[config.mk]
export PLATFORM = sky130hd
export DESIGN_NAME = mux4_rr_arbiter
export DESIGN_NICKNAME = d
export VERILOG_FILES = /design/src/rtl/mux4_rr_arbiter.sv
export SDC_FILE = /design/constraint.sdc
export NUM_CORES = 1
export LEC_CHECK = 0
export ABC_AREA = 1
export CORE_MARGIN = 5
export CORE_UTILIZATION = 54
export DETAILED_ROUTE_END_ITERATION = 16
export GPL_TIMING_DRIVEN = 1
export PLACE_DENSITY = 0.82
export SYNTH_ARGS = -nofsm -noshare
export SYNTH_HDL_FRONTEND = slang
export SYNTH_SLANG_ARGS = --single-unit
[constraint.sdc]
create_clock -name clk -period 4.8 [get_ports clk]
set_input_delay 0.72 -clock clk [delete_from_list [all_inputs] [get_ports clk]]
set_output_delay 0.72 -clock clk [all_outputs]
set_load 0.02 [all_outputs]
[src/rtl/mux4_rr_arbiter.sv]
// mux4_rr_arbiter: round-robin arbiter for one shared 4:1 output lane.
// The grant is registered, with a matching 2-bit select and a one-hot grant
// returned to the requesters. The winner's lane is steered to data_out.
// Optional build macro ARB_TIMEOUT_EN adds a hold counter. Under contention
// it limits one grant to MAX_HOLD consecutive cycles.

// Per-lane gate: passes the lane's data only while that lane holds the grant
module mux4_rr_lane #(
  parameter int DATA_W = 1
) (
  input  logic              gnt,
  input  logic [DATA_W-1:0] din,
  output logic [DATA_W-1:0] dout
);
  assign dout = {DATA_W{gnt}} & din;
endmodule

module mux4_rr_arbiter #(
  parameter int DATA_W   = 1,
  parameter int MAX_HOLD = 8
) (
  input  logic                  clk,
  input  logic                  reset,
  input  logic [3:0]            req,
  input  logic [4*DATA_W-1:0]   data_in,
  output logic [3:0]            grant,
  output logic [1:0]            sel,
  output logic                  valid,
  output logic [DATA_W-1:0]     data_out
);
  localparam int NUM_LANES = 4;

  localparam logic [0:0] IDLE  = 1'b0;
  localparam logic [0:0] GRANT = 1'b1;

  // Catch an out-of-range hold bound at elaboration, whether or not the timeout is built
  if (MAX_HOLD < 2 || MAX_HOLD > 255) begin : g_bad_max_hold
    $error("mux4_rr_arbiter: MAX_HOLD must be in 2..255");
  end

  logic [0:0] state, state_nx;
  logic [1:0] ptr, ptr_nx, sel_nx, win;
  logic [3:0] others;
  logic       load, tmo;

  // First set request scanning upward from p, wrapping mod 4
  function automatic logic [1:0] rr_pick(input logic [1:0] p, input logic [3:0] r);
    logic [1:0] idx;
    rr_pick = p;
    for (int k = 3; k >= 0; k--) begin
      idx = p + 2'(k);
      if (r[idx]) rr_pick = idx;
    end
  endfunction

  // Requests other than the current owner. A handoff from GRANT only ever goes to one of these.
  assign others = req & ~(4'b0001 << sel);

`ifdef ARB_TIMEOUT_EN
  logic [7:0] hold_cnt;
  localparam logic [7:0] HOLD_LAST = 8'(MAX_HOLD - 1);

  // Count cycles spent on the current grant. Restart on each new grant. Stick at the last slot.
  always_ff @(posedge clk or posedge reset) begin
    if (reset)                                   hold_cnt <= '0;
    else if (load)                               hold_cnt <= '0;
    else if (state == GRANT && hold_cnt != HOLD_LAST) hold_cnt <= hold_cnt + 8'd1;
  end

  assign tmo = (state == GRANT) && (hold_cnt == HOLD_LAST) && (|others);
`else
  assign tmo = 1'b0;
`endif

  // Choose the next owner. Handoff happens on release or timeout, with no idle bubble.
  always_comb begin
    state_nx = state;
    sel_nx   = sel;
    ptr_nx   = ptr;
    load     = 1'b0;
    win      = 2'b00;
    case (state)
      IDLE: begin
        if (|req) begin
          load = 1'b1;
          win  = rr_pick(ptr, req);
        end
      end
      default: begin
        if (!req[sel] || tmo) begin
          if (|others) begin
            load = 1'b1;
            win  = rr_pick(ptr, others);
          end else begin
            state_nx = IDLE;
          end
        end
      end
    endcase
    if (load) begin
      state_nx = GRANT;
      sel_nx   = win;
      ptr_nx   = win + 2'd1;
    end
  end

  // Register state, select, pointer and the one-hot grant derived from the next select
  always_ff @(posedge clk or posedge reset) begin
    if (reset) begin
      state <= IDLE;
      sel   <= 2'b00;
      ptr   <= 2'b00;
      grant <= 4'b0000;
    end else begin
      state <= state_nx;
      sel   <= sel_nx;
      ptr   <= ptr_nx;
      grant <= (state_nx == GRANT) ? (4'b0001 << sel_nx) : 4'b0000;
    end
  end

  assign valid = (state == GRANT);

  // Grant equals the decode of sel while valid and is zero otherwise, so gating lanes by grant gives the mux
  logic [NUM_LANES-1:0][DATA_W-1:0] lane_data, lane_gated;

  for (genvar i = 0; i < NUM_LANES; i++) begin : g_lane
    assign lane_data[i] = data_in[i*DATA_W +: DATA_W];
    mux4_rr_lane #(.DATA_W(DATA_W)) u_lane (
      .gnt  (grant[i]),
      .din  (lane_data[i]),
      .dout (lane_gated[i])
    );
  end

  // OR the gated lanes together. At most one of them is non-zero.
  always_comb begin
    data_out = '0;
    for (int i = 0; i < NUM_LANES; i++) data_out = data_out | lane_gated[i];
  end

endmodule

# Word-level counts from Yosys, hierarchy flattened
# Cells that the tools add are included.
[totals]
register_bits = 9
out_inout_bits = 8
[op_classes]
n_addsub = 4
n_lt_le_gt_ge = 5
shift = 2
muxes = 39
bitwise = 9
reduce_logical = 2
[ops]
columns = ["op", "n"]
rows = [
  ["two-way mux 2 bit", 13],
  ["binary-select mux 1 bit (select 2 bit)", 9],
  ["two-way mux 1 bit", 16],
  ["less-than comparator 2 x 3 -> 1 bit, second input constant", 5],
  ["OR reduction 4 bit", 2],
  ["left shift 1 x 2 -> 4 bit, first input constant", 2],
  ["adder 2 x 1 -> 2 bit, second input constant", 2],
  ["adder 2 bit, second input constant", 2],
  ["AND 1 bit", 4],
  ["AND 4 bit", 1],
  ["two-way mux 4 bit", 1],
  ["inverter 4 bit", 1],
  ["bitwise OR 1 bit", 3],
]

# Depth between registers and ports, before layout
# Gate-level depths: netlist of run 1.
[logic_depth]
word_depth = 15
ltp_mapped = 15

# By module
# Synthesis of run 1 repeated with hierarchy kept, for this count alone.
[hier_totals]
cells_unflattened = 153
hier_area_um2 = 870.8
[by_module_without_submodules]
columns = ["module", "n_inst", "cells_each", "area_per_inst_um2", "seq_area_each_um2"]
rows = [
  ["mux4_rr_arbiter", 1, 145, 840.8, 225.2],
  ["mux4_rr_lane", 4, 2, 7.5, 0.0],
]

# Worst setup path after synthesis of run 1
# No wires, ideal clock.
[synth_timing]
path_kind = "input-to-reg"
startpoint = "in req[1]"
endpoint = "reg grant[3]"
setup_time_ps = 120
t_arrival_ps = 1642
t_required_ps = 4680
setup_slack_ps = 3038
stages = 12
cell_sequence = "inv_1 nand2_1 o21ai_0 or2_1 nand3_1 nand2_1 nand3_1 nand2_1 nand2_2 nand3_2 nand2_2 nor2_1"
[synth_via]
elab_chain_cells = 13
[synth_rtl]
columns = ["element", "line", "source"]
rows = [
  ["start: declaration", "24", "input logic [3:0] req,"],
  ["AND 4 bit", "57", "assign others = req & ~(4'b0001 << sel);"],
  ["binary-select mux 1 bit (select 2 bit)", "52", "if (r[idx]) rr_pick = idx;"],
  ["two-way mux 1 bit (implied by the code)", "52", ""],
  ["two-way mux 2 bit (4 in series)", "52", ""],
  ["two-way mux 2 bit", "91", "if (|others) begin"],
  ["two-way mux 2 bit", "90", "if (!req[sel] || tmo) begin"],
  ["two-way mux 2 bit", "82", "case (state)"],
  ["two-way mux 2 bit (*)", "100", "if (load) begin"],
  ["via sel_nx[0]", "42", "logic [1:0] ptr, ptr_nx, sel_nx, win;"],
  ["left shift 1 x 2 -> 4 bit (*)", "118", "grant <= (state_nx == GRANT) ? (4'b0001 << sel_nx) : 4'b0000;"],
  ["two-way mux 4 bit (*)", "118", ""],
  ["end signal: assignment", "118", ""],
  ["end: declaration", "26", "output logic [3:0] grant,"],
]
# Mark *: on every way through the listed nets, which the timed path passes. The rest lies on a longest branch. The select of a mux whose other input is x is not followed.
# A chain may end at the register's enable or synchronous reset.

# Worst setup path after layout of run 1
[layout_timing]
startpoint = "in data_in[3]"
endpoint = "out data_out"
[layout_via]
elab_chain_cells = 2
[layout_rtl]
columns = ["element", "line", "source"]
rows = [
  ["start: declaration", "25", "input logic [4*DATA_W-1:0] data_in,"],
  ["AND 1 bit", "15", "assign dout = {DATA_W{gnt}} & din;"],
  ["bitwise OR 1 bit", "139", "for (int i = 0; i < NUM_LANES; i++) data_out = data_out | lane_gated[i];"],
  ["end: declaration", "29", "output logic [DATA_W-1:0] data_out"],
]
# Every way passes these cells.

==> run metrics, run 1 <==
outcome=finished clean; combinational group share of total power=71.6%; area enclosed by the die boundary=between 2000 and 3000 um^2; worst reg2reg path startpoint=ptr[0]$_DFFE_PP0P_; Pwr per Cell Area=roughly 760 nW/um^2; post-cts hold buffer count=0; cell accounting for the most synthesized area=sky130_fd_sc_hd__dfrtp_1; final net count=around 180; Final Cell Area=about 1100 um^2; ratio of cells with drive above 1 in the final layout=just under 8%; leakage power=~0.6 nW; kind of path behind the tightest hold check=reg -> reg; first-pass GRT wire length=3.59 mm; period utilization=55.0%; routability-driven placement congestion ratio=roughly 0.8; CP Launch Point=data_in[3]; startpoint-to-endpoint class of the critical path=in -> out; Setup violations, final=0; Sink Count=9; CTS H-tree depth=1; Clk Latency, worst-skew pair=roughly 0.25 ns; Setup crit end kind=primary output; Clock transition at path regs=approximately 0.060 ns; hold-critical path endpoint=sel[0]$_DFF_PP0_; filler cell count=about 130; post-synthesis cell type count=25; Post-CTS Repair Setup Buffers=0; Antenna Diode Count=0; count of cells along the worst hold path=2; count of max-cap constraint violations=0; hold path start=sel[0]$_DFF_PP0_; sum of routed wire length over all layers=2.03 mm; post-detailed-route count of antenna-violating nets=0; root buffer cell=sky130_fd_sc_hd__clkbuf_4; final cell utilization of the core=68.3%; Final min period=between 2 and 3 ns; total DRC errors in the routed layout=0; worst slew margin relative to its limit=between 50% and 60%; number of gates resized after CTS=0; Hold Slack=~0.69 ns; grt ovf=0; R2R depth=12; placement row count=14; Horiz. Die Dim=between 50 and 60 um; area delta synth->final=17.0%; first-pass iteration count of the detailed router=4; peak fanout along the critical path=1; Power, Total=between 0.7 and 0.8 mW; largest vdd supply drop=around 0.00043 V; IO Port Bufs=17; Least-Margin Pin Slew=roughly 0.7 ns; via count of the first global-routing pass=881; DP Wirelength=around 1.7 mm; combined area of all synthesized cells=900 um^2; Via density=5.24; die boundary height=between 50 and 60 um; maximum number of pins on one net before global-route repair=20; Avg WL per Cell=~11 um; total negative setup slack=0 ns; overall via count from detail_route=943; initial antenna violation count=0; worst slack after detailed placement=about 2.2 ns; gr usage total=between 10% and 20%; Seq pwr share=around a fifth; primary flip-flop cell chosen by synthesis mapping=sky130_fd_sc_hd__dfrtp_1; Post-synth EDFFs=0; slack of the worst reg-to-reg path=~2.8 ns; maximum frequency from static timing analysis=approximately 380 MHz; switching share of total power=roughly 55%; crit path launch type=input pin; net switching power figure=0.434 mW; starting density of the core=between 50% and 60%; post-synthesis sequential area ratio=roughly a quarter; I/O pin total=18; largest clock skew in the final design=approximately 0.0029 ns; unrepaired setup endpoints after global routing=false; async set-or-reset flop fraction in the synthesized netlist=100%; CTS tree=done; Iter 0 DRT Violations=34; max-slew violation count=0; number of buffers on the longest clock path=2; Area after DPL=between 1000 and 1500 um^2; non-filler instance count after layout=180; cell count after synthesis=150; number of register bits inferred by synthesis=9; arrival time reported for the critical path endpoint=around 1.9 ns; fraction of post-synthesis cell area in the top cell type by area=25.0%; number of placed instances with taps included=176; cells taking the most area after synthesis=sky130_fd_sc_hd__dfrtp_1, sky130_fd_sc_hd__nand2_1, sky130_fd_sc_hd__nand3_1, sky130_fd_sc_hd__inv_1, sky130_fd_sc_hd__nor2_1; Hold Violations, Final=0; standard cell core area=roughly 1500 um^2; count of yosys warnings during synthesis=0; total nets after synthesis=160; crit path setup slack, layout=2.16 ns; Req. time, crit path=around 4 ns; internal power=0.361 mW; mean area per synthesized cell=6.00 um^2; clock share of power=under 10%; number of buffers created by CTS=3; worst reg2reg path endpoint=grant[1]$_DFF_PP0_
[cells in the mapped netlist (2+ instances only)]
| cell | instances |
|---|---|
| sky130_fd_sc_hd__nand4_1 | 2 |
| sky130_fd_sc_hd__nand3_1 | 13 |
| sky130_fd_sc_hd__nand2_1 | 60 |
| sky130_fd_sc_hd__nand3_2 | 2 |
| sky130_fd_sc_hd__a21oi_1 | 4 |
| sky130_fd_sc_hd__buf_4 | 5 |
| sky130_fd_sc_hd__o21ai_0 | 3 |
| sky130_fd_sc_hd__nand2_2 | 2 |
| sky130_fd_sc_hd__o21ai_1 | 4 |
| sky130_fd_sc_hd__inv_1 | 17 |
| sky130_fd_sc_hd__nor2_1 | 15 |
| sky130_fd_sc_hd__dfrtp_1 | 9 |
| sky130_fd_sc_hd__nand3b_1 | 2 |
[layer usage]
layer | up-vias | GRT usage, % | wire, um
li1 | 499 | - | -
met1 | 416 | 22.7 | 939
met2 | 28 | 29.1 | 942
met3 | 0 | 3.49 | 151
met4 | 0 | 2.55 | 0
met5 | - | 0 | 0
[area by class of cell]
| type | count | area, um^2 | share of cell area [%] |
|---|---|---|---|
| Multi-Input combinational cell | 116 | 543 | 51.6 |
| Clock buffer | 4 | 26.3 | 2.50 |
| Sequential cell | 9 | 225 | 21.4 |
| Inverter | 18 | 67.6 | 6.42 |
| Timing Repair Buffer | 17 | 170 | 16.2 |
| Tap cell | 16 | 20.0 | 1.90 |
[worst max-delay path: stages]
cell	delay (ns)
sky130_fd_sc_hd__clkdlybuf4s50_1	0.46
sky130_fd_sc_hd__nand2_1	0.05
sky130_fd_sc_hd__nand4_1	0.09
sky130_fd_sc_hd__clkdlybuf4s50_1	0.61
[worst max path at each step]
stage                               to  cells after the start  slack (ns)
floorplan           grant[3]$_DFF_PP0_                     12        3.04
global placement              data_out                      4        2.18
detailed placement            data_out                      4        2.16
CTS                           data_out                      4        2.16
global route                  data_out                      4        2.10
finish                        data_out                      4        2.16
[layout by cell type, fill, tap and decap left out]
| cell type | n |
|---|---|
| sky130_fd_sc_hd__a21oi_1 | 4 |
| sky130_fd_sc_hd__clkbuf_1 | 1 |
| sky130_fd_sc_hd__inv_2 | 1 |
| sky130_fd_sc_hd__nand3b_1 | 2 |
| sky130_fd_sc_hd__clkdlybuf4s50_1 | 17 |
| sky130_fd_sc_hd__nand4_2 | 1 |
| sky130_fd_sc_hd__a31oi_1 | 1 |
| sky130_fd_sc_hd__nand3_2 | 2 |
| sky130_fd_sc_hd__nand3_1 | 13 |
| sky130_fd_sc_hd__inv_1 | 17 |
| sky130_fd_sc_hd__nand2_4 | 1 |
| sky130_fd_sc_hd__nand2_2 | 2 |
| sky130_fd_sc_hd__clkbuf_4 | 3 |
| sky130_fd_sc_hd__or2_1 | 1 |
| sky130_fd_sc_hd__nand2_1 | 60 |
| sky130_fd_sc_hd__o21ai_1 | 4 |
| sky130_fd_sc_hd__nor2_1 | 15 |
| sky130_fd_sc_hd__o21ai_0 | 3 |
| sky130_fd_sc_hd__nor3_1 | 1 |
| sky130_fd_sc_hd__xnor2_2 | 1 |
| sky130_fd_sc_hd__dfrtp_1 | 9 |
| sky130_fd_sc_hd__nand4_1 | 2 |
| sky130_fd_sc_hd__o21ai_2 | 1 |
| sky130_fd_sc_hd__xor2_1 | 1 |
| sky130_fd_sc_hd__nor2_2 | 1 |
[flip-flops by register name (all words and copies together) (netlist names)]
name / cells
sel: 2
grant: 4
ptr: 2
valid: 1
[power groups by stage]
stage | clock network (mW) | registers [mW] | logic (mW)
floorplan | 0 | 0.141 | 0.499
global route | 0.0621 | 0.178 | 0.653
detailed placement | 0 | 0.172 | 0.566
global placement | 0 | 0.170 | 0.550
finish | 0.0555 | 0.171 | 0.569
CTS | 0.0576 | 0.170 | 0.568
[kinds of logic after synthesis]
family,count (synthesis),synth area share (%)
AOI/OAI and AO/OA,13,7.79
DFF,9,25.0
xor gates and xnor gates,2,2.78
and+or+nand+nor,101,49.8
buffers and inverters,25,14.6
(Power assumes the default switching activity.)
==> run 2: changes to the inputs <==
--- a/config.mk
+++ b/config.mk
@@ -7,10 +7,10 @@
 export LEC_CHECK = 0
 export ABC_AREA = 1
 export CORE_MARGIN = 5
-export CORE_UTILIZATION = 54
+export CORE_UTILIZATION = 50
 export DETAILED_ROUTE_END_ITERATION = 16
 export GPL_TIMING_DRIVEN = 1
-export PLACE_DENSITY = 0.82
+export PLACE_DENSITY = 0.77
 export SYNTH_ARGS = -nofsm -noshare
 export SYNTH_HDL_FRONTEND = slang
 export SYNTH_SLANG_ARGS = --single-unit
==> constraint.sdc (replaced) <==
create_clock -name clk -period 2.55 [get_ports clk]
set_input_delay 0.3825 -clock clk [delete_from_list [all_inputs] [get_ports clk]]
set_output_delay 0.3825 -clock clk [all_outputs]
set_load 0.02 [all_outputs]
==> run metrics, run 2 (synthesized netlist as in run 1, its figures left out) <==
kind of path behind the tightest hold check=in -> async; Avg WL per Cell=10.7 um (-5.5%); biggest registers after layout=grant (4), ptr (2), sel (2); grt ovf=0 (unchanged); Post-CTS Repair Setup Buffers=0 (unchanged); Power, Total=1.52 mW (+91%); area delta synth->final=19.2%; CTS H-tree depth=1 (unchanged); initial antenna violation count=0 (unchanged); final cell utilization of the core=62.1% (-6.2 points); Sink Count=9 (unchanged); largest vdd supply drop=0.000688 V (+59%); Cell Chain, Critical Path=clkdlybuf4s50_1 -> nand2_1 -> nand4_1 -> clkdlybuf4s50_1; starting density of the core=52.1% (-6.3 points); largest clock skew in the final design=0.00905 ns (+0.00617 ns); Final Cell Area=1070 um^2 (+1.9%); number of buffers created by CTS=3 (unchanged); max-slew violation count=0 (unchanged); internal power=0.689 mW (+91%); die boundary height=52.4 um (+3.1%); I/O pin total=18 (unchanged); arrival time reported for the critical path endpoint=1.58 ns (-0.34 ns); combinational group share of total power=73.8% (+2.2 points); outcome=finished clean; Hold Slack=0.374 ns (-0.320 ns); via count of the first global-routing pass=834 (-5.3%); Hold Violations, Final=0 (unchanged); critical path's slowest cell=sky130_fd_sc_hd__clkdlybuf4s50_1; leakage power=0.598 nW (+1.3%); Clk Latency, worst-skew pair=0.26 ns (about the same); crit path setup slack, layout=0.592 ns (-1.57 ns); peak fanout along the critical path=1 (unchanged); ratio of cells with drive above 1 in the final layout=9.09% (+1.2 points); period utilization=~77%; first-pass iteration count of the detailed router=5 (+1); post-detailed-route count of antenna-violating nets=0 (unchanged); total negative setup slack=0 ns (unchanged); number of placed instances with taps included=186 (+5.7%); Final min period=between 1.5 and 2 ns; post-cts hold buffer count=0 (unchanged); R2R depth=14 (+2); Seq pwr share=19.0% (-2.4 points); root buffer cell=sky130_fd_sc_hd__clkbuf_4; DP Wirelength=1.70 mm (+1.8%); startpoint-to-endpoint class of the critical path=in -> out; area enclosed by the die boundary=2750 um^2 (+6.4%); Horiz. Die Dim=52.4 um (+3.1%); number of gates resized after CTS=0 (unchanged); number of buffers on the longest clock path=2 (unchanged); Pwr per Cell Area=1410 nW/um^2 (+87%); Iter 0 DRT Violations=32 (-5.9%); cell repeated most along the worst path=sky130_fd_sc_hd__clkdlybuf4s50_1; final net count=176 (+0.57%); standard cell core area=1730 um^2 (+12%); maximum frequency from static timing analysis=511 MHz; routability-driven placement congestion ratio=0.849 (+6.2%); top register by number of flip-flops=grant; net switching power figure=0.827 mW (+91%); count of max-cap constraint violations=0 (unchanged); crit path launch type=input pin; slack of the worst reg-to-reg path=0.66 ns (-2.10 ns); sum of routed wire length over all layers=2.03 mm (-0.25%); worst slew margin relative to its limit=74.7% (+21 points); max FFs per register=4 (unchanged); Least-Margin Pin Slew=0.379 ns (-0.310 ns); unrepaired setup endpoints after global routing=false; Req. time, crit path=2.17 ns (-1.91 ns); most common cell after layout, fill and taps aside=sky130_fd_sc_hd__nand2_1; maximum number of pins on one net before global-route repair=15 (-25%); Via density=4.94 (-5.8%); worst reg2reg path startpoint=ptr[0]$_DFFE_PP0P_; Setup violations, final=0 (unchanged); worst slack after detailed placement=0.370 ns (-1.79 ns); total DRC errors in the routed layout=0 (unchanged); worst reg2reg path endpoint=ptr[1]$_DFFE_PP0P_; gr usage total=16.1% (-1.0 points); clock share of power=7.2% (+0.2 points); CTS tree=done; Area after DPL=1040 um^2 (+1.8%); IO Port Bufs=17 (unchanged); highest-count cells in the layout ignoring fill and taps=sky130_fd_sc_hd__nand2_1, sky130_fd_sc_hd__inv_1, sky130_fd_sc_hd__clkdlybuf4s50_1; Crit path largest cell delay=0.60 ns (about the same); switching share of total power=54.6% (about the same); Antenna Diode Count=0 (unchanged); non-filler instance count after layout=190 (+5.6%); first-pass GRT wire length=3.44 mm (-4.2%); Setup crit end kind=primary output; Clock transition at path regs=0.07 ns (about the same); placement row count=15 (+1); overall via count from detail_route=938 (-0.53%)
[run 2: cell types whose count changed in the layout (fill, tap and decap cells not counted), sizes merged]
cell | before | now
clkbuf | 4 | 3
buf | 0 | 1
clkinv | 0 | 1
[run 2: critical path, delay by kind of cell]
| family | cells | cell delay, ns |
|---|---|---|
| buf+inv | 2 | 1.07 |
| simple gates | 2 | 0.13 |
[run 2: worst max-delay path by stage]
stage | to | slack [ns] | from | cells past startpoint
floorplan | grant[3]$_DFF_PP0_ | 0.95 | sel[0]$_DFF_PP0_ | 11
global placement | grant[3]$_DFF_PP0_ | 0.38 | req[1] | 14
detailed placement | grant[3]$_DFF_PP0_ | 0.37 | req[0] | 12
CTS | data_out | 0.57 | data_in[1] | 4
global route | ptr[1]$_DFFE_PP0P_ | 0.44 | req[0] | 14
finish | data_out | 0.59 | data_in[1] | 4
[run 2: power groups by stage]
| stage | registers [mW] | clock network, mW | logic [mW] |
|---|---|---|---|
| final | 0.289 | 0.108 | 1.12 |
| after global routing | 0.302 | 0.119 | 1.27 |
| after CTS | 0.289 | 0.111 | 1.12 |
| after detailed placement | 0.291 | 0 | 1.12 |
| after global placement | 0.290 | 0 | 1.10 |
| after floorplan | 0.265 | 0 | 0.939 |
[run 2: layout make-up]
cell class | instances | area [um^2]
fillers | 181 | 654
clock buffers | 3 | 22.5
multi-input cells | 116 | 543
inverters | 18 | 67.6
flip-flops and latches | 9 | 225
clock inverters | 1 | 5.00
well taps | 25 | 31.3
repair buffers | 18 | 178
[run 2: layer usage]
layer / track usage (%) / part of all wire [%] / vias to the layer above
met5: 0 / 0 / -
met4: 2.13 / 0 / 0
met3: 2.56 / 5.8 / 0
met2: 27.3 / 44 / 28
met1: 21.9 / 50 / 409
li1: - / - / 501
==> run 3: changes to the inputs <==
--- a/config.mk
+++ b/config.mk
@@ -7,10 +7,10 @@
 export LEC_CHECK = 0
 export ABC_AREA = 1
 export CORE_MARGIN = 5
-export CORE_UTILIZATION = 50
+export CORE_UTILIZATION = 45
 export DETAILED_ROUTE_END_ITERATION = 16
 export GPL_TIMING_DRIVEN = 1
-export PLACE_DENSITY = 0.77
+export PLACE_DENSITY = 0.73
 export SYNTH_ARGS = -nofsm -noshare
 export SYNTH_HDL_FRONTEND = slang
 export SYNTH_SLANG_ARGS = --single-unit
==> constraint.sdc (replaced) <==
create_clock -name clk -period 1.7 [get_ports clk]
set_input_delay 0.255 -clock clk [delete_from_list [all_inputs] [get_ports clk]]
set_output_delay 0.255 -clock clk [all_outputs]
set_load 0.02 [all_outputs]
==> run metrics, run 3 (synthesized netlist as in run 1, its figures left out) <==
max-slew violation count=0 (unchanged); Crit path largest cell delay=0.50 ns (-0.10 ns); max FFs per register=4 (unchanged); peak fanout along the critical path=8 (+7); number of buffers on the longest clock path=2 (unchanged); cell repeated most along the worst path=sky130_fd_sc_hd__nand2_1; Via density=4.90 (-0.67%); Final min period=1.75 ns; total DRC errors in the routed layout=0 (unchanged); largest clock skew in the final design=0.00753 ns (-0.00152 ns); period utilization=103%; leakage power=0.692 nW (+16%); Clock transition at path regs=0.06 ns (about the same); Buf/Inv on CP=1 (-1); crit path launch type=flop; first-pass iteration count of the detailed router=4 (-1); first-pass GRT wire length=3.75 mm (+9.0%); root buffer cell=sky130_fd_sc_hd__clkbuf_4; count of max-cap constraint violations=0 (unchanged); Area after DPL=1140 um^2 (+8.9%); Cell Chain, Critical Path=buf_6 -> nand2_1 -> o21ai_2 -> or2_1 -> nand3_1 -> nand2_1 -> nand2_1 -> nand2_1 -> nand2_1 -> nand2_2 -> nand3_1 -> nand3_1; Least-Margin Pin Slew=0.321 ns (-0.0577 ns); CTS H-tree depth=1 (unchanged); Antenna Diode Count=0 (unchanged); area enclosed by the die boundary=2990 um^2 (+8.9%); Iter 0 DRT Violations=19 (-41%); Horiz. Die Dim=54.7 um (+4.4%); I/O pin total=18 (unchanged); starting density of the core=46.3% (-5.8 points); overall via count from detail_route=1020 (+8.7%); ratio of cells with drive above 1 in the final layout=29.8% (+21 points); biggest registers after layout=grant (4), ptr (2), sel (2); critical path's slowest cell=sky130_fd_sc_hd__dfrtp_2; unrepaired setup endpoints after global routing=true; most common cell after layout, fill and taps aside=sky130_fd_sc_hd__nand2_1; gr usage total=17.3% (+1.2 points); initial antenna violation count=0 (unchanged); number of buffers created by CTS=3 (unchanged); worst slew margin relative to its limit=78.6% (+3.8 points); startpoint-to-endpoint class of the critical path=reg -> reg; crit path setup slack, layout=-0.0502 ns (-0.642 ns); Sequential Area=229 um^2 (+1.7%); via count of the first global-routing pass=952 (+14%); arrival time reported for the critical path endpoint=1.90 ns (+0.32 ns); routability-driven placement congestion ratio=0.885 (+4.3%); slack of the worst reg-to-reg path=-0.05 ns (-0.71 ns); post-cts hold buffer count=0 (unchanged); DP Wirelength=1.85 mm (+9.0%); number of placed instances with taps included=200 (+7.5%); die boundary height=54.7 um (+4.4%); filler cell count=170 (-6.1%); CTS tree=done; Sink Count=9 (unchanged); kind of path behind the tightest hold check=in -> async; Pwr per Cell Area=2160 nW/um^2 (+53%); maximum number of pins on one net before global-route repair=10 (-5); grt ovf=0 (unchanged); Setup crit end kind=flop; Setup violations, final=6 (+6); category of cells accounting for the largest share of critical-path delay=simple AND/OR/NAND/NOR gates; Final Cell Area=1280 um^2 (+20%); non-filler instance count after layout=208 (+9.5%); violations in the final reports=negative setup slack; largest vdd supply drop=0.00118 V (+71%); worst slack after detailed placement=-0.306 ns (-0.676 ns); Avg WL per Cell=11.3 um (+6.3%); post-detailed-route count of antenna-violating nets=0 (unchanged); maximum frequency from static timing analysis=roughly 570 MHz; multi-input logic area=616 um^2 (+13%); Hold Violations, Final=0 (unchanged); outcome=finished with violations; placement row count=16 (+1); top register by number of flip-flops=grant; highest-count cells in the layout ignoring fill and taps=sky130_fd_sc_hd__nand2_1, sky130_fd_sc_hd__inv_1, sky130_fd_sc_hd__clkdlybuf4s50_1; standard cell core area=1940 um^2 (+12%); Clk Latency, worst-skew pair=0.28 ns (+0.02 ns); final net count=192 (+9.1%); area delta synth->final=42.8%; IO Port Bufs=17 (unchanged); Power, Total=2.78 mW (+83%); Req. time, crit path=1.85 ns (-0.32 ns); sum of routed wire length over all layers=2.36 mm (+16%); Hold Slack=0.221 ns (-0.153 ns)
==> run 3: cell types whose count changed in the layout (fill, tap and decap cells not counted), moves of 4 or more <==
cell,delta
sky130_fd_sc_hd__buf_4,+12
sky130_fd_sc_hd__nand2_1,-9
sky130_fd_sc_hd__nand2_2,+9
sky130_fd_sc_hd__buf_6,+4
==> run 3: per-layer routing <==
layer	global-route usage (%)	wire, um	vias to the layer above	share of wire, %
li1	-	-	530	-
met1	21.2	1060	451	45
met2	28.5	1140	33	48
met3	4.63	133	6	5.6
met4	6.64	33	0	1.4
met5	0	0	-	0
==> run 3: final cells by class <==
type | count | area share [%]
Clock buffer | 4 | 2.04
Timing Repair Buffer | 34 | 24.3
Multi-Input combinational cell | 116 | 47.9
Tap cell | 27 | 2.63
Inverter | 18 | 5.26
Sequential cell | 9 | 17.8
==> run 3: final timing paths <==
check / start / endpoint / cells past startpoint
min in group clk: req[0] / valid$_DFF_PP0_ / 4
hold reg to reg: sel[0]$_DFF_PP0_ / sel[0]$_DFF_PP0_ / 3
setup reg to reg: ptr[0]$_DFFE_PP0P_ / ptr[1]$_DFFE_PP0P_ / 12
max in group asynchronous: reset / ptr[0]$_DFFE_PP0P_ / 2
hold / removal: reset / grant[3]$_DFF_PP0_ / 2
setup / recovery: ptr[0]$_DFFE_PP0P_ / ptr[1]$_DFFE_PP0P_ / 12
==> run 3: timing repair <==
item,in CTS,in global routing
pin swaps,2,12
gates cloned,0,1
setup endpoints to repair,10,8
resized for setup,13,22
setup buffers,2,1
==> run 3: where the power goes <==
group	internal, mW	leakage, nW	switching (mW)
registers	0.321	0.106	0.140
logic	0.926	0.572	1.22
clock network	0.0910	0.0150	0.0843
total	1.34	0.692	1.44
==> run 3: stage by stage <==
stage	setup TNS, ns	util [%]
2_1_floorplan	0	-
3_3_place_gp	-2.00	58.6
3_5_place_dp	-2.20	58.6
4_1_cts	-0.00495	62.5
5_1_grt	-1.18	66.2
6_report	-0.206	66.2
==> RTL edit, RTL diff (flow settings as in run 2) <==
The option `ARB_TIMEOUT_EN` is turned on by a define.
--- a/src/rtl/mux4_rr_arbiter.sv
+++ b/src/rtl/mux4_rr_arbiter.sv
@@ -5,6 +5,8 @@
 // it limits one grant to MAX_HOLD consecutive cycles.
 
 // Per-lane gate: passes the lane's data only while that lane holds the grant
+`define ARB_TIMEOUT_EN
+
 module mux4_rr_lane #(
   parameter int DATA_W = 1
 ) (
Behaviour: not the same (a bounded check fails within 10 cycles, from zero or initial values and one cycle with reset high).
==> RTL edit against run 2 <==
Count of clock-buffer cells in the layout stayed put; maximum frequency down 4.3%; synthesized area increased by 47%; routed wire length rose by 52%; register-to-register slack worse by 0.16 ns; worst setup slack lost 0.087 ns; non-clock buffer count did not move; clock power grew 37%; sequential cell count grew 8; power grew 23%; final area rose by 42%; via count increased by 46%.
==> RTL edit: results (changes against run 2) <==
The run finished with clean final reports. The number of different library cells in the post-synthesis netlist is 24 (-4.0%). The post-route clock skew came out at 0.006082 ns (-0.002969 ns). The proportion of layout cells with a drive suffix above 1 is 8.407% (-0.68 points).

The compound-gate portion of the synthesized area is 9.632% (+1.8 points). The highest cell delay on the worst timing path came out at 0.64 ns (+0.04 ns). The worst hold slack is 0.4572 ns (+0.08328 ns).

The pin count of the biggest net entering global routing came to 18 (+3). For this design, the slowest cell found on the critical path is sky130_fd_sc_hd__dfrtp_1. The worst reg-to-reg path cell count came to 13 (-1). The final estimated routing congestion in global placement came out at 0.8989 (+5.9%). The endpoint identified for the worst register-to-register timing path is grant[3]. The net count of the mapped netlist is 221 (+38%). The commonest cells after synthesis are 71 x sky130_fd_sc_hd__nand2_1, 27 x sky130_fd_sc_hd__inv_1, 22 x sky130_fd_sc_hd__nand3_1.

The violation count after the first detailed-routing iteration came out at 71 (+120%). The highest fanout seen on the critical path came to 16 (+15). The net switching power is 0.0009990 W (+21%). The total track usage is 19.54% (+3.4 points). The leakage dissipation is 0.8022 nW (+34%). The register-to-register path setup slack was 0.50 ns (-0.16 ns). The area fraction of the dominant cell type after synthesis came out at 32.11% (+7.1 points). The launch instance of the worst register-to-register path is ptr[0]. The largest registers in the layout are hold_cnt x8, grant x4.

The per-cell via count in the routed design is 5.367 (+8.7%). The net count of the finished layout was 238 (+35%). The clock edge transition at the registers on the reported setup and hold paths is 0.10 ns (+0.03 ns). The clock latency reported for the late side of the worst-skew pair came out at 0.30 ns (+0.04 ns). The number of global-route vias before repair is 1273 (+53%). By area the synthesized netlist is led by sky130_fd_sc_hd__dfrtp_1 32%, sky130_fd_sc_hd__nand2_1 20%, sky130_fd_sc_hd__nand3_1 8.3%, sky130_fd_sc_hd__inv_1 7.6%, sky130_fd_sc_hd__o21ai_0 5.7%. The first-pass GRT wire length came out at 5506 um (+60%). The HPWL reported at the end of detailed placement is 2491 um (+47%).
[RTL edit: changes by cell type in the layout (fill, tap and decap cells not counted), sizes merged, moves of 2 or more]
cell / before / now
a21oi: 4 / 1
o31ai: 0 / 2
nand3b: 2 / 0
nor3: 1 / 3
nand4: 3 / 7
nand3: 15 / 24
nand2: 63 / 76
o21ai: 8 / 17
dfrtp: 9 / 17
xor2: 1 / 4
inv: 18 / 31
[RTL edit: routing by layer]
| layer | up-vias | part of all wire [%] | GRT usage [%] |
|---|---|---|---|
| met1 | 630 | 44 | 25.65 |
| met4 | 0 | 1.4 | 3.030 |
| met5 | - | 0 | 0 |
| met2 | 37 | 47 | 32.44 |
| met3 | 7 | 7.8 | 5.870 |
| li1 | 700 | - | - |
[RTL edit: how the worst max path moves through the flow]
stage / from / slack, ns / to
after detailed placement: req[3] / 0.26 / hold_cnt[3]
after CTS: ptr[0] / 0.53 / grant[3]
final: ptr[0] / 0.50 / grant[3]
after floorplan: sel[1] / 0.88 / hold_cnt[3]
after global routing: ptr[0] / 0.26 / ptr[1]
after global placement: req[3] / 0.28 / hold_cnt[3]
[RTL edit: through the flow]
step	cell area [um^2]	setup WS, ns	utilization [%]	total power, W	std cells
final	1521	0.5041	60.86	0.001868	256
after global routing	1521	0.2577	60.86	0.002082	256
after CTS	1521	0.5270	60.86	0.001871	256
after detailed placement	1494	0.2570	59.76	0.001722	252
after global placement	1494	0.2803	59.76	0.001687	252
after floorplan	1325	0.8841	-	0.001430	210
[RTL edit: area by class of cell]
cell class	instances	share of cell area [%]
inverter	31	7.648
timing repair buffer	18	11.68
multi-input combinational	156	48.44
sequential	17	27.96
tap	30	2.467
clock buffer	3	1.480
clock inverter	1	0.3289
[RTL edit: critical path: cells and delay by family, from the launching register on]
| kind | cells | cell delay, ns |
|---|---|---|
| AOI/OAI and AO/OA | 1 | 0.06 |
| DFF | 1 | 0.64 |
| buffers and inverters | 3 | 0.35 |
| and+or+nand+nor | 9 | 0.89 |
[RTL edit: power groups by stage]
stage	Combinational, W	Sequential, W	Clock [W]
4_1_cts	0.00126	0.000458	0.000152
5_1_grt	0.00144	0.000473	0.000165
3_5_place_dp	0.00126	0.000462	0
3_3_place_gp	0.00123	0.000458	0
6_report	0.00126	0.000457	0.000148
2_1_floorplan	0.000987	0.000444	0
[RTL edit: cell families (layout without fill, tap and decap cells)]
kind of cell             after synthesis  count (layout)
AND/OR/NAND/NOR                      128             128
XOR/XNOR                               4               4
buffers and inverters                 37              53
adder cells (fa/ha/maj)                1               1
flip-flops                            17              17
AO/OA/AOI/OAI                         23              23
